### config.mk
export PLATFORM = sky130hd
export DESIGN_NAME = snake_food_manager
export DESIGN_NICKNAME = d
export VERILOG_FILES = /design/src/rtl/snake_food_manager.sv
export SDC_FILE = /design/constraint.sdc
export NUM_CORES = 1
export LEC_CHECK = 0
export CAP_MARGIN = 20
export CORE_UTILIZATION = 60
export DETAILED_ROUTE_END_ITERATION = 6
export GPL_TIMING_DRIVEN = 1
export MAX_ROUTING_LAYER = met4
export PLACE_DENSITY = 0.91
export SYNTH_ARGS = -nofsm -noshare
export SYNTH_HDL_FRONTEND = slang
export SYNTH_SLANG_ARGS = --single-unit
### constraint.sdc
create_clock -name clk -period 3.3 [get_ports clk]
set_input_delay 0.825 -clock clk [delete_from_list [all_inputs] [get_ports clk]]
set_output_delay 0.825 -clock clk [all_outputs]
set_load 0.03 [all_outputs]
### src/rtl/snake_food_manager.sv
// snake_food_manager: multi-slot apple manager for the snake game.
// Compares the head against every live food slot once per game tick, pulses
// add_cube on an eat and relocates the eaten slot with an LFSR-driven,
// rejection-sampled respawn sequencer.
// Optional build macro: FOOD_TIMEOUT_EN (uneaten food relocates after 1023 ticks).
module snake_food_manager #(
  parameter int unsigned X_W       = 7,
  parameter int unsigned Y_W       = 7,
  parameter int unsigned NUM_FOOD  = 2,
  parameter int unsigned X_MIN     = 3,
  parameter int unsigned X_MAX     = 60,
  parameter int unsigned Y_MIN     = 3,
  parameter int unsigned Y_MAX     = 50,
  parameter int unsigned INIT_X    = 24,
  parameter int unsigned INIT_Y    = 34,
  parameter int unsigned TICK_DIV  = 250000,
  parameter int unsigned MAX_TRIES = 64,
  parameter logic [15:0] LFSR_SEED = 16'hACE1
) (
  input  logic                    clk,
  input  logic                    rst,
  input  logic                    enable,
  input  logic [X_W-1:0]          head_x,
  input  logic [Y_W-1:0]          head_y,
  output logic [NUM_FOOD*X_W-1:0] food_x,
  output logic [NUM_FOOD*Y_W-1:0] food_y,
  output logic [NUM_FOOD-1:0]     food_valid,
  output logic                    add_cube,
  output logic [1:0]              eaten_idx,
  output logic                    busy
);

  localparam int unsigned CNT_W     = (TICK_DIV > 1) ? $clog2(TICK_DIV) : 1;
  localparam int unsigned TRY_W     = $clog2(MAX_TRIES + 1);
  localparam int unsigned LFSR_W    = 16;
  localparam logic [LFSR_W-1:0] LFSR_MASK = 16'hB400;

  typedef enum logic [1:0] {
    S_IDLE,
    S_DRAW,
    S_TEST,
    S_COMMIT
  } state_t;

  state_t             state, state_n;
  logic [CNT_W-1:0]   count;
  logic [LFSR_W-1:0]  lfsr;
  logic [X_W-1:0]     slot_x [NUM_FOOD];
  logic [Y_W-1:0]     slot_y [NUM_FOOD];
  logic [NUM_FOOD-1:0] pending;
  logic [1:0]         sel, sel_n;
  logic [TRY_W-1:0]   tries, tries_n;
  logic [X_W-1:0]     cand_x, cand_x_n;
  logic [Y_W-1:0]     cand_y, cand_y_n;
  logic               busy_n;

  logic               tick_c;
  logic               hit_c;
  logic               eat_c;
  logic [1:0]         hit_idx_c;
  logic [1:0]         low_pend_c;
  logic               accept_c;
  logic               commit_c;
  logic [NUM_FOOD-1:0] timeout_c;

  // Game tick divider: runs only while the game is enabled.
  assign tick_c = enable && (count == CNT_W'(TICK_DIV - 1));

  // Tick counter register.
  always_ff @(posedge clk) begin
    if (rst) begin
      count <= '0;
    end else if (enable) begin
      count <= tick_c ? '0 : count + CNT_W'(1);
    end
  end

  // Free-running right-shift Galois LFSR, independent of enable.
  always_ff @(posedge clk) begin
    if (rst) begin
      lfsr <= LFSR_SEED;
    end else begin
      lfsr <= {1'b0, lfsr[LFSR_W-1:1]} ^ (lfsr[0] ? LFSR_MASK : '0);
    end
  end

  // Head-versus-food compare; iterating downward leaves the lowest hit index.
  always_comb begin
    hit_c     = 1'b0;
    hit_idx_c = '0;
    for (int i = NUM_FOOD - 1; i >= 0; i--) begin
      if (food_valid[i] && (slot_x[i] == head_x) && (slot_y[i] == head_y)) begin
        hit_c     = 1'b1;
        hit_idx_c = 2'(i);
      end
    end
  end

  assign eat_c = tick_c && hit_c;

  // Lowest-index slot waiting for a new position.
  always_comb begin
    low_pend_c = '0;
    for (int i = NUM_FOOD - 1; i >= 0; i--) begin
      if (pending[i]) begin
        low_pend_c = 2'(i);
      end
    end
  end

  // Candidate acceptance: inside playfield, off the head, off every live food.
  always_comb begin
    accept_c = (cand_x >= X_W'(X_MIN)) && (cand_x <= X_W'(X_MAX)) &&
               (cand_y >= Y_W'(Y_MIN)) && (cand_y <= Y_W'(Y_MAX)) &&
               !((cand_x == head_x) && (cand_y == head_y));
    for (int i = 0; i < NUM_FOOD; i++) begin
      if (food_valid[i] && (slot_x[i] == cand_x) && (slot_y[i] == cand_y)) begin
        accept_c = 1'b0;
      end
    end
  end

  // Respawn sequencer state and datapath registers.
  always_ff @(posedge clk) begin
    if (rst) begin
      state  <= S_IDLE;
      sel    <= '0;
      tries  <= '0;
      cand_x <= '0;
      cand_y <= '0;
      busy   <= 1'b0;
    end else begin
      state  <= state_n;
      sel    <= sel_n;
      tries  <= tries_n;
      cand_x <= cand_x_n;
      cand_y <= cand_y_n;
      busy   <= busy_n;
    end
  end

  // Respawn next-state: draw, test, retry or fall back, then commit.
  always_comb begin
    state_n  = state;
    sel_n    = sel;
    tries_n  = tries;
    cand_x_n = cand_x;
    cand_y_n = cand_y;
    busy_n   = busy;
    commit_c = 1'b0;
    case (state)
      S_IDLE: begin
        busy_n = |pending;
        if (|pending) begin
          sel_n   = low_pend_c;
          tries_n = '0;
          state_n = S_DRAW;
        end
      end
      S_DRAW: begin
        cand_x_n = lfsr[X_W-1:0];
        cand_y_n = lfsr[LFSR_W-1 -: Y_W];
        state_n  = S_TEST;
      end
      S_TEST: begin
        if (accept_c) begin
          state_n = S_COMMIT;
        end else if (tries == TRY_W'(MAX_TRIES - 1)) begin
          cand_x_n = X_W'(X_MIN);
          cand_y_n = Y_W'(Y_MIN);
          state_n  = S_COMMIT;
        end else begin
          tries_n = tries + TRY_W'(1);
          state_n = S_DRAW;
        end
      end
      S_COMMIT: begin
        commit_c = 1'b1;
        state_n  = S_IDLE;
      end
      default: state_n = S_IDLE;
    endcase
  end

`ifdef FOOD_TIMEOUT_EN
  logic [9:0] age [NUM_FOOD];

  // Stale-food detect: eating the same slot in the same tick wins.
  always_comb begin
    timeout_c = '0;
    for (int i = 0; i < NUM_FOOD; i++) begin
      timeout_c[i] = tick_c && food_valid[i] && (age[i] == 10'd1023) &&
                     !(eat_c && (hit_idx_c == 2'(i)));
    end
  end

  // Per-slot age in ticks, restarted whenever the slot gets a new position.
  always_ff @(posedge clk) begin
    if (rst) begin
      for (int i = 0; i < NUM_FOOD; i++) begin
        age[i] <= '0;
      end
    end else begin
      for (int i = 0; i < NUM_FOOD; i++) begin
        if ((commit_c && (sel == 2'(i))) || timeout_c[i]) begin
          age[i] <= '0;
        end else if (tick_c && food_valid[i]) begin
          age[i] <= age[i] + 10'd1;
        end
      end
    end
  end
`else
  assign timeout_c = '0;
`endif

  // Slot table, grow pulse and pending queue.
  always_ff @(posedge clk) begin
    if (rst) begin
      add_cube   <= 1'b0;
      eaten_idx  <= '0;
      food_valid <= '1;
      pending    <= '0;
      for (int i = 0; i < NUM_FOOD; i++) begin
        slot_x[i] <= X_W'(INIT_X + 4 * i);
        slot_y[i] <= Y_W'(INIT_Y);
      end
    end else begin
      add_cube <= eat_c;
      if (eat_c) begin
        eaten_idx <= hit_idx_c;
      end
      for (int i = 0; i < NUM_FOOD; i++) begin
        if (commit_c && (sel == 2'(i))) begin
          slot_x[i]     <= cand_x;
          slot_y[i]     <= cand_y;
          food_valid[i] <= 1'b1;
          pending[i]    <= 1'b0;
        end else if ((eat_c && (hit_idx_c == 2'(i))) || timeout_c[i]) begin
          food_valid[i] <= 1'b0;
          pending[i]    <= 1'b1;
        end
      end
    end
  end

  // Flatten the slot table onto the renderer buses.
  for (genvar g = 0; g < NUM_FOOD; g++) begin : g_pack
    assign food_x[g*X_W +: X_W] = slot_x[g];
    assign food_y[g*Y_W +: Y_W] = slot_y[g];
  end

endmodule

==> impl_metrics.toml, run 1 <==
[route]
finalWirelength_um = 9700
ant_nets = 0
firstDrtPassIters = 5
vias = 3274
drc = 0
drt_iter0_drc = 209
wl_per_cell_um = 17.1
routed_via_density = 5.76

[yosys]
syn_area_um2 = 4340
synth.top_cell.area_share_pct = 30.0
yosysUniqueCellTypes = 41
syn_nets = 442
yosysWarnings = 0
async_flop_share_pct = 0
avgSynthCellArea_um2 = 10.3
synth_edf_count = 28
ys_ff_latch = 93
synth_cells = 423
synth_top_area_cell = "dfxtp_1"
seq_area_frac_synth_pct = 49.4
synthFlopType = "dfxtp_1"
synth_area_leaders = "dfxtp_1, edfxtp_1, xnor2_1"

[critical_path]
startpoint_type = "input port"
ff2ff_setup_slack_ns = 0.80
timing.rr.start = "cand_x[0]"
end_kind = "flip-flop"
cpPeakStageDelay_ns = 0.51
path_max_fanout = 12
worstRegToRegCells = 6
r2r-end = "tries[0]"
crit_slowest_cell = "or4_1"
cp.required_ns = 3.59
crit_chain = "clkdlybuf4s50_1, xor2_1, nor4_1, nand4_1, and4_1, or4_1, a21oi_1"
cp.arrival_ns = 3.05
setup.worst_path.class = "input port to flip-flop"

[worst_hold_path]
worst_hold_path_type = "flip-flop to flip-flop"
worstHoldEndpoint = "lfsr[6]"
worstHoldStart = "lfsr[7]"
hold_path_depth = 1

[finish]
nets = 486
nFillCells = 507
area_growth_pct = 15.9
drive_gt1_share_pct = 8.47
n_antenna_cell = 0

[sta]
worst_pin_slew_ns = 0.713
setup_ws_ns = 0.538
fin_crit_sh_pct = 83.7
finalSetupViolCount = 0
slew_viol_final = 0
rsz0062_at_grt = "no"
clock_skew_ns = 0.00940
hold_viol = 0
max_freq_mhz = 362
max_slew_margin_pct = 52.3
fin_crit_ns = 2.76
setup_tns_ns = 0

[grt]
grt_use_total_pct = 28.8
grt_max_degree = 19
grt_pass1_wl_um = 15800
grt_pass1_vias = 3182
grt-ovfl-total = 0
antenna_found_initial = 0

[floorplan]
core_area_um2 = 6910
die_area_um2 = 7580
io_pins = 51
die_y_um = 87.1
start_util_pct = 62.8
rows = 30
die_w_um = 87.1

[clock_network]
cts_resized = 0
post_cts_buffers = 0
cts_buffer_depth = 2
root_buffer = "clkbuf_8"
clock_sinks = 93
cts_tree = "done"
clkTransAtPathRegs_ns = 0.08
clk_latency_ns = 0.36
holdBufCountCts = 0
cts_buffers = 9
htree_levels = 3

[placed_design]
place_congestion = 0.954
dpl.hpwl_um = 7160
place_ws_ns = 0.193
port_buffers = 49

[power]
power-per-cell-area_nw_per_um2 = 408
p_leak_nw = 1.74
ir_drop_mv = 0.280

[flow_run]
cap_violations = 0

[outcome]
status = "finished clean"
placed cells by master (no fill, tap or decap), types with 5 or more instances in the layout:
cell             netlist  layout
xor2_1                28      28
or3_1                 11      11
xnor2_1               58      58
nor2_1                36      36
clkdlybuf4s50_1        0      49
a21oi_1               20      20
or2_2                  9       9
nand3_1               10      10
clkbuf_8               0       9
a22o_1                10      10
o21ai_0                9       9
edfxtp_1              28      28
buf_4                  1       9
nor4_1                10      10
dfxtp_1               65      65
nand2_1               15      15
nor2b_1               10      10
nand2b_1               5       5
nor3_1                 9       9
and2_1                11      11
nand4_1               24      24
power by group:
part | switching [mW] | total, mW | internal, mW
sequential | 0.0202 | 1.22 | 1.20
combinational | 0.0826 | 0.155 | 0.0723
clock | 0.400 | 0.677 | 0.277
metrics by stage:
step                util [%]  hold slack, ns  std cells  total power, mW  instance area, µm²
floorplan                  -           0.389        423             1.33                4340
global placement        70.3           0.399        552             1.39                4860
detailed placement      70.3           0.402        552             1.40                4860
CTS                     72.8           0.426        568             2.06                5030
global route            72.8           0.438        568             2.12                5030
finish                  72.8           0.423        568             2.05                5030
sequential cells by signal (all words and copies together), names as in the netlist, 7 cells and up:
signal,flops
tries,7
cand_x,7
lfsr,16
cand_y,7
slot_x,14
slot_y,14
count,18
final cells by class:
| cell class | instances | area (µm²) | area share (%) |
|---|---|---|---|
| sequential | 93 | 2140 | 42.6 |
| timing repair buffer | 58 | 558 | 11.1 |
| clock inverter | 7 | 48.8 | 0.970 |
| tap | 96 | 120 | 2.39 |
| inverter | 3 | 11.3 | 0.224 |
| multi-input combinational | 302 | 2020 | 40.3 |
| clock buffer | 9 | 124 | 2.46 |
Yosys cell counts, types with 9 or more instances:
master	count
nor2b_1	10
or3_1	11
or2_2	9
and2_1	11
xor2_1	28
nor4_1	10
nand3_1	10
a22o_1	10
a21oi_1	20
xnor2_1	58
nand4_1	24
nor3_1	9
edfxtp_1	28
buf_2	10
o21ai_0	9
nand2_1	15
dfxtp_1	65
nor2_1	36
critical path: cells and delay by family:
| family | cells | cell delay (ns) |
|---|---|---|
| buffers and inverters | 1 | 0.50 |
| XOR/XNOR | 1 | 0.18 |
| AND/OR/NAND/NOR | 4 | 1.39 |
| AO/OA/AOI/OAI | 1 | 0.14 |
layer usage:
metal | global-route usage (%) | wire length (µm)
met5 | - | 0
met4 | 15.3 | 350
met2 | 45.3 | 4620
met3 | 5.59 | 552
met1 | 35.2 | 4180
worst max-delay path by stage:
stage | start | endpoint | cells past startpoint
floorplan | slot_y[0][1] | tries[0] | 7
detailed placement | head_x[4] | tries[0] | 7
global placement | head_x[1] | tries[0] | 7
global route | head_x[4] | tries[0] | 7
CTS | head_x[4] | tries[0] | 7
finish | head_x[4] | tries[0] | 7
logic make-up (layout without fill, tap and decap cells):
| kind of cell | count (synthesis) | in the layout | synth area share, % |
|---|---|---|---|
| and+or+nand+nor | 162 | 162 | 20.5 |
| adders and majority gates | 2 | 2 | 0.576 |
| muxes | 1 | 1 | 0.231 |
| buffers and inverters | 28 | 77 | 4.01 |
| AOI/OAI and AO/OA | 47 | 47 | 6.77 |
| DFF | 93 | 93 | 49.4 |
| other | 1 | 1 | 0.0864 |
| xor gates and xnor gates | 89 | 89 | 18.5 |
(Power assumes the default switching activity.)
==> run 2: changes to the inputs <==
--- a/config.mk
+++ b/config.mk
@@ -6,11 +6,11 @@
 export NUM_CORES = 1
 export LEC_CHECK = 0
 export CAP_MARGIN = 20
-export CORE_UTILIZATION = 60
+export CORE_UTILIZATION = 56
 export DETAILED_ROUTE_END_ITERATION = 6
 export GPL_TIMING_DRIVEN = 1
 export MAX_ROUTING_LAYER = met4
-export PLACE_DENSITY = 0.91
+export PLACE_DENSITY = 0.86
 export SYNTH_ARGS = -nofsm -noshare
 export SYNTH_HDL_FRONTEND = slang
 export SYNTH_SLANG_ARGS = --single-unit
==> constraint.sdc (replaced) <==
create_clock -name clk -period 2.8 [get_ports clk]
set_input_delay 0.7 -clock clk [delete_from_list [all_inputs] [get_ports clk]]
set_output_delay 0.7 -clock clk [all_outputs]
set_load 0.03 [all_outputs]
==> impl_metrics.toml, run 2 (synthesis gave the netlist of run 1 again) <==
[floorplan]
die_w_um = 90.0
core_area_um2 = 7370
start_util_pct = 58.9
rows = 31
die_y_um = 90.0
die_area_um2 = 8110
io_pins = 51

[clock_network]
cts_tree = "done"
holdBufCountCts = 0
htree_levels = 3
cts_buffers = 9
cts_buffer_depth = 2
clkTransAtPathRegs_ns = 0.08
clock_sinks = 93
post_cts_buffers = 0
clk_latency_ns = 0.36
cts_resized = 0
root_buffer = "clkbuf_8"

[power]
power-per-cell-area_nw_per_um2 = 479
ir_drop_mv = 0.322
total_power_mw = 2.47
p_leak_nw = 1.82

[finish]
stdcell_count = 586
mostFrequentLayoutCells = "dfxtp_1, xnor2_1, clkdlybuf4s50_1"
drive_gt1_share_pct = 11.3
utilization_pct = 70.1
regMostFlops = "count"
largest_reg_flops = 18
n_antenna_cell = 0
reg_top3 = "count: 18 flops, lfsr: 16 flops"
area_growth_pct = 19.0
final_common_cell = "dfxtp_1"
nFillCells = 572
nets = 501

[grt]
busiest_layer = "met2"
grt_pass1_vias = 3323
grt_max_degree = 33
antenna_found_initial = 0
grt_pass1_wl_um = 16200
grt_use_total_pct = 26.6
grt-ovfl-total = 0
use_met2_pct = 44.5
use_met1_pct = 30.9
use_met3_pct = 5.16

[worst_hold_path]
worstHoldStart = "lfsr[8]"
worst_hold_path_type = "flip-flop to flip-flop"

[flow_run]
cap_violations = 0

[critical_path]
end_kind = "flip-flop"
cp.arrival_ns = 2.89
path_max_fanout = 10
timing.rr.start = "slot_y[0][9]"
setup.worst_path.class = "input port to flip-flop"
startpoint_type = "input port"
crit_start = "head_y[6]"
cp.required_ns = 3.09

[sta]
rsz0062_at_grt = "no"
worst_pin_slew_ns = 0.667
whs_ns = 0.427
setup_tns_ns = 0
slew_viol_final = 0
fin_crit_sh_pct = 92.8
fin_crit_ns = 2.60
max_freq_mhz = 385
finalSetupViolCount = 0
hold_viol = 0
max_slew_margin_pct = 55.4
clock_skew_ns = 0.0122

[route]
firstDrtPassIters = 4
finalWirelength_um = 10000
vias = 3281
drc = 0
ant_nets = 0
wl_per_cell_um = 17.1
routed_via_density = 5.60
drt_iter0_drc = 196

[outcome]
status = "finished clean"

[placed_design]
dpl.hpwl_um = 7550
place_congestion = 0.945
port_buffers = 49
dp_cells = 570
[run 2: cell types whose count changed in the layout (fill, tap and decap cells not counted), sizes merged]
cell      previous run  this run
buf                  9        24
clkbuf               9        11
clkinv               3         0
clkinvlp             1         0
inv                  6         8
[run 2: stage by stage]
stage	instance area, µm²	setup slack [ns]
after global placement	4980	-0.0783
after floorplan	4340	0.506
after global routing	5160	0.0796
after detailed placement	4980	-0.123
after CTS	5160	0.236
final	5160	0.201
[run 2: worst max-delay path: stages]
cell	delay (ns)
clkdlybuf4s50_1	0.49
xor2_1	0.19
nor4_1	0.28
buf_4	0.16
nand4_1	0.11
and4_1	0.32
or4_1	0.50
a21oi_1	0.13
[run 2: path summary, 6_finish.rpt]
| check | slack (ns) | depth (start not counted) | endpoint |
|---|---|---|---|
| max | 0.20 | 8 | tries[0] |
| min | 0.43 | 1 | lfsr[7] |
| max reg2reg | 0.33 | 6 | tries[0] |
| min reg2reg | 0.43 | 1 | lfsr[7] |
[run 2: per-layer routing]
layer / vias up / share of wire [%]
li1: 1585 / -
met1: 1569 / 42
met2: 104 / 50
met3: 23 / 5.1
met4: 0 / 3.2
met5: - / 0
[run 2: final cells by class]
class / instances / area (µm²) / share of cell area, %
sequential: 93 / 2140 / 41.5
multi-input combinational: 302 / 2020 / 39.2
timing repair buffer: 73 / 683 / 13.2
clock buffer: 11 / 141 / 2.74
tap: 99 / 124 / 2.40
clock inverter: 5 / 38.8 / 0.751
inverter: 3 / 11.3 / 0.218
[run 2: power by group]
group          switching, mW  leakage, nW  internal, mW
clock network          0.481       0.0956         0.359
logic                  0.101        0.942        0.0965
registers             0.0248        0.785          1.41
==> run 3: changes to the inputs <==
--- a/config.mk
+++ b/config.mk
@@ -6,11 +6,12 @@
 export NUM_CORES = 1
 export LEC_CHECK = 0
 export CAP_MARGIN = 20
-export CORE_UTILIZATION = 56
+export CORE_UTILIZATION = 60
 export DETAILED_ROUTE_END_ITERATION = 6
+export DONT_BUFFER_PORTS = 1
 export GPL_TIMING_DRIVEN = 1
 export MAX_ROUTING_LAYER = met4
-export PLACE_DENSITY = 0.86
+export PLACE_DENSITY = 0.82
 export SYNTH_ARGS = -nofsm -noshare
 export SYNTH_HDL_FRONTEND = slang
 export SYNTH_SLANG_ARGS = --single-unit
==> impl_metrics.toml, run 3 (synthesis gave the netlist of run 1 again) <==
[clock_network]
htree_levels = 3
cts_tree = "done"
cts_buffer_depth = 2
holdBufCountCts = 0
clock_sinks = 93
cts_resized = 0
clkTransAtPathRegs_ns = 0.10
cts_buffers = 9
clk_latency_ns = 0.36
post_cts_buffers = 0
root_buffer = "clkbuf_8"

[floorplan]
core_area_um2 = 6910
die_area_um2 = 7580
start_util_pct = 62.8
die_y_um = 87.1
die_w_um = 87.1
io_pins = 51
rows = 30

[sta]
fin_crit_ns = 2.51
worst_pin_slew_ns = 0.714
fin_crit_sh_pct = 89.7
rsz0062_at_grt = "no"
hold_viol = 0
slew_viol_final = 0
setup_tns_ns = 0
finalSetupViolCount = 0
clock_skew_ns = 0.0165
max_slew_margin_pct = 51.9
max_freq_mhz = 398

[grt]
grt_pass1_wl_um = 15300
grt-ovfl-total = 0
use_met1_pct = 33.6
use_met3_pct = 7.30
grt_max_degree = 44
grt_use_total_pct = 28.0
busiest_layer = "met2"
use_met2_pct = 44.0
antenna_found_initial = 0
grt_pass1_vias = 3071

[finish]
largest_reg_flops = 18
drive_gt1_share_pct = 13.3
reg_top3 = "count: 18 flops, lfsr: 16 flops"
area_growth_pct = 8.53
final_common_cell = "dfxtp_1"
regMostFlops = "count"
nets = 459
utilization_pct = 68.2
n_antenna_cell = 0
mostFrequentLayoutCells = "dfxtp_1, xnor2_1, nor2_1"

[critical_path]
cp.arrival_ns = 2.81
worstRegToRegCells = 6
r2r-end = "tries[0]"
crit_start = "cand_y[5]"
end_kind = "flip-flop"
timing.rr.start = "cand_y[5]"
cp.required_ns = 3.09
startpoint_type = "flip-flop"
path_max_fanout = 16
setup.worst_path.class = "flip-flop to flip-flop"
worstSetupEndpoint = "tries[0]"
ff2ff_setup_slack_ns = 0.29

[worst_hold_path]
worst_hold_path_type = "input port to flip-flop"
worstHoldStart = "rst"

[placed_design]
dpl.hpwl_um = 7150
port_buffers = 0
place_congestion = 0.957

[outcome]
status = "finished clean"

[route]
drc = 0
ant_nets = 0
firstDrtPassIters = 5
finalWirelength_um = 9830
routed_via_density = 5.92
vias = 3205
drt_iter0_drc = 261
wl_per_cell_um = 18.2

[power]
power-per-cell-area_nw_per_um2 = 511
ir_drop_mv = 0.377
p_leak_nw = 1.64

[flow_run]
cap_violations = 0
run 3: how the worst min path moves through the flow:
stage,end,slack [ns],cells after the start
after floorplan,lfsr[6],0.39,1
after global placement,lfsr[7],0.40,1
after detailed placement,lfsr[6],0.40,1
after CTS,tries[0],0.40,1
after global routing,tries[1],0.40,1
final,count[0],0.41,1
run 3: critical path, stage by stage, from the launching register on:
cell     delay (ns)
dfxtp_1        0.56
xnor2_2        0.16
nand4_1        0.17
or4_4          0.55
and4_1         0.37
or4_1          0.52
a21oi_1        0.12
run 3: cell type report:
type | instances | area [µm²]
fillers | 524 | 2200
flip-flops and latches | 93 | 2140
multi-input cells | 302 | 2020
repair buffers | 31 | 233
clock buffers | 13 | 160
well taps | 96 | 120
clock inverters | 3 | 20.0
inverters | 3 | 11.3
run 3: power breakdown:
| group | leakage, nW | internal [mW] | switching, mW |
|---|---|---|---|
| Sequential | 0.785 | 1.41 | 0.0224 |
| Combinational | 0.773 | 0.0604 | 0.0775 |
| Clock | 0.0864 | 0.378 | 0.460 |
run 3: per-layer routing:
metal  wire length, µm  up-vias  share of wire (%)
met2              4580      139                 47
met5                 0        -                  0
met3               838       35                8.5
met1              4100     1533                 42
met4               312        0                3.2
li1                  -     1498                  -
run 3: per-stage QoR:
step	instances	power [mW]	instance area (µm²)	hold WS (ns)	worst slack, ns
floorplan	423	1.56	4340	0.389	0.506
global placement	525	1.60	4530	0.399	0.354
detailed placement	525	1.60	4530	0.399	0.302
CTS	541	2.41	4710	0.405	0.286
global route	541	2.47	4710	0.397	0.155
finish	541	2.41	4710	0.409	0.288
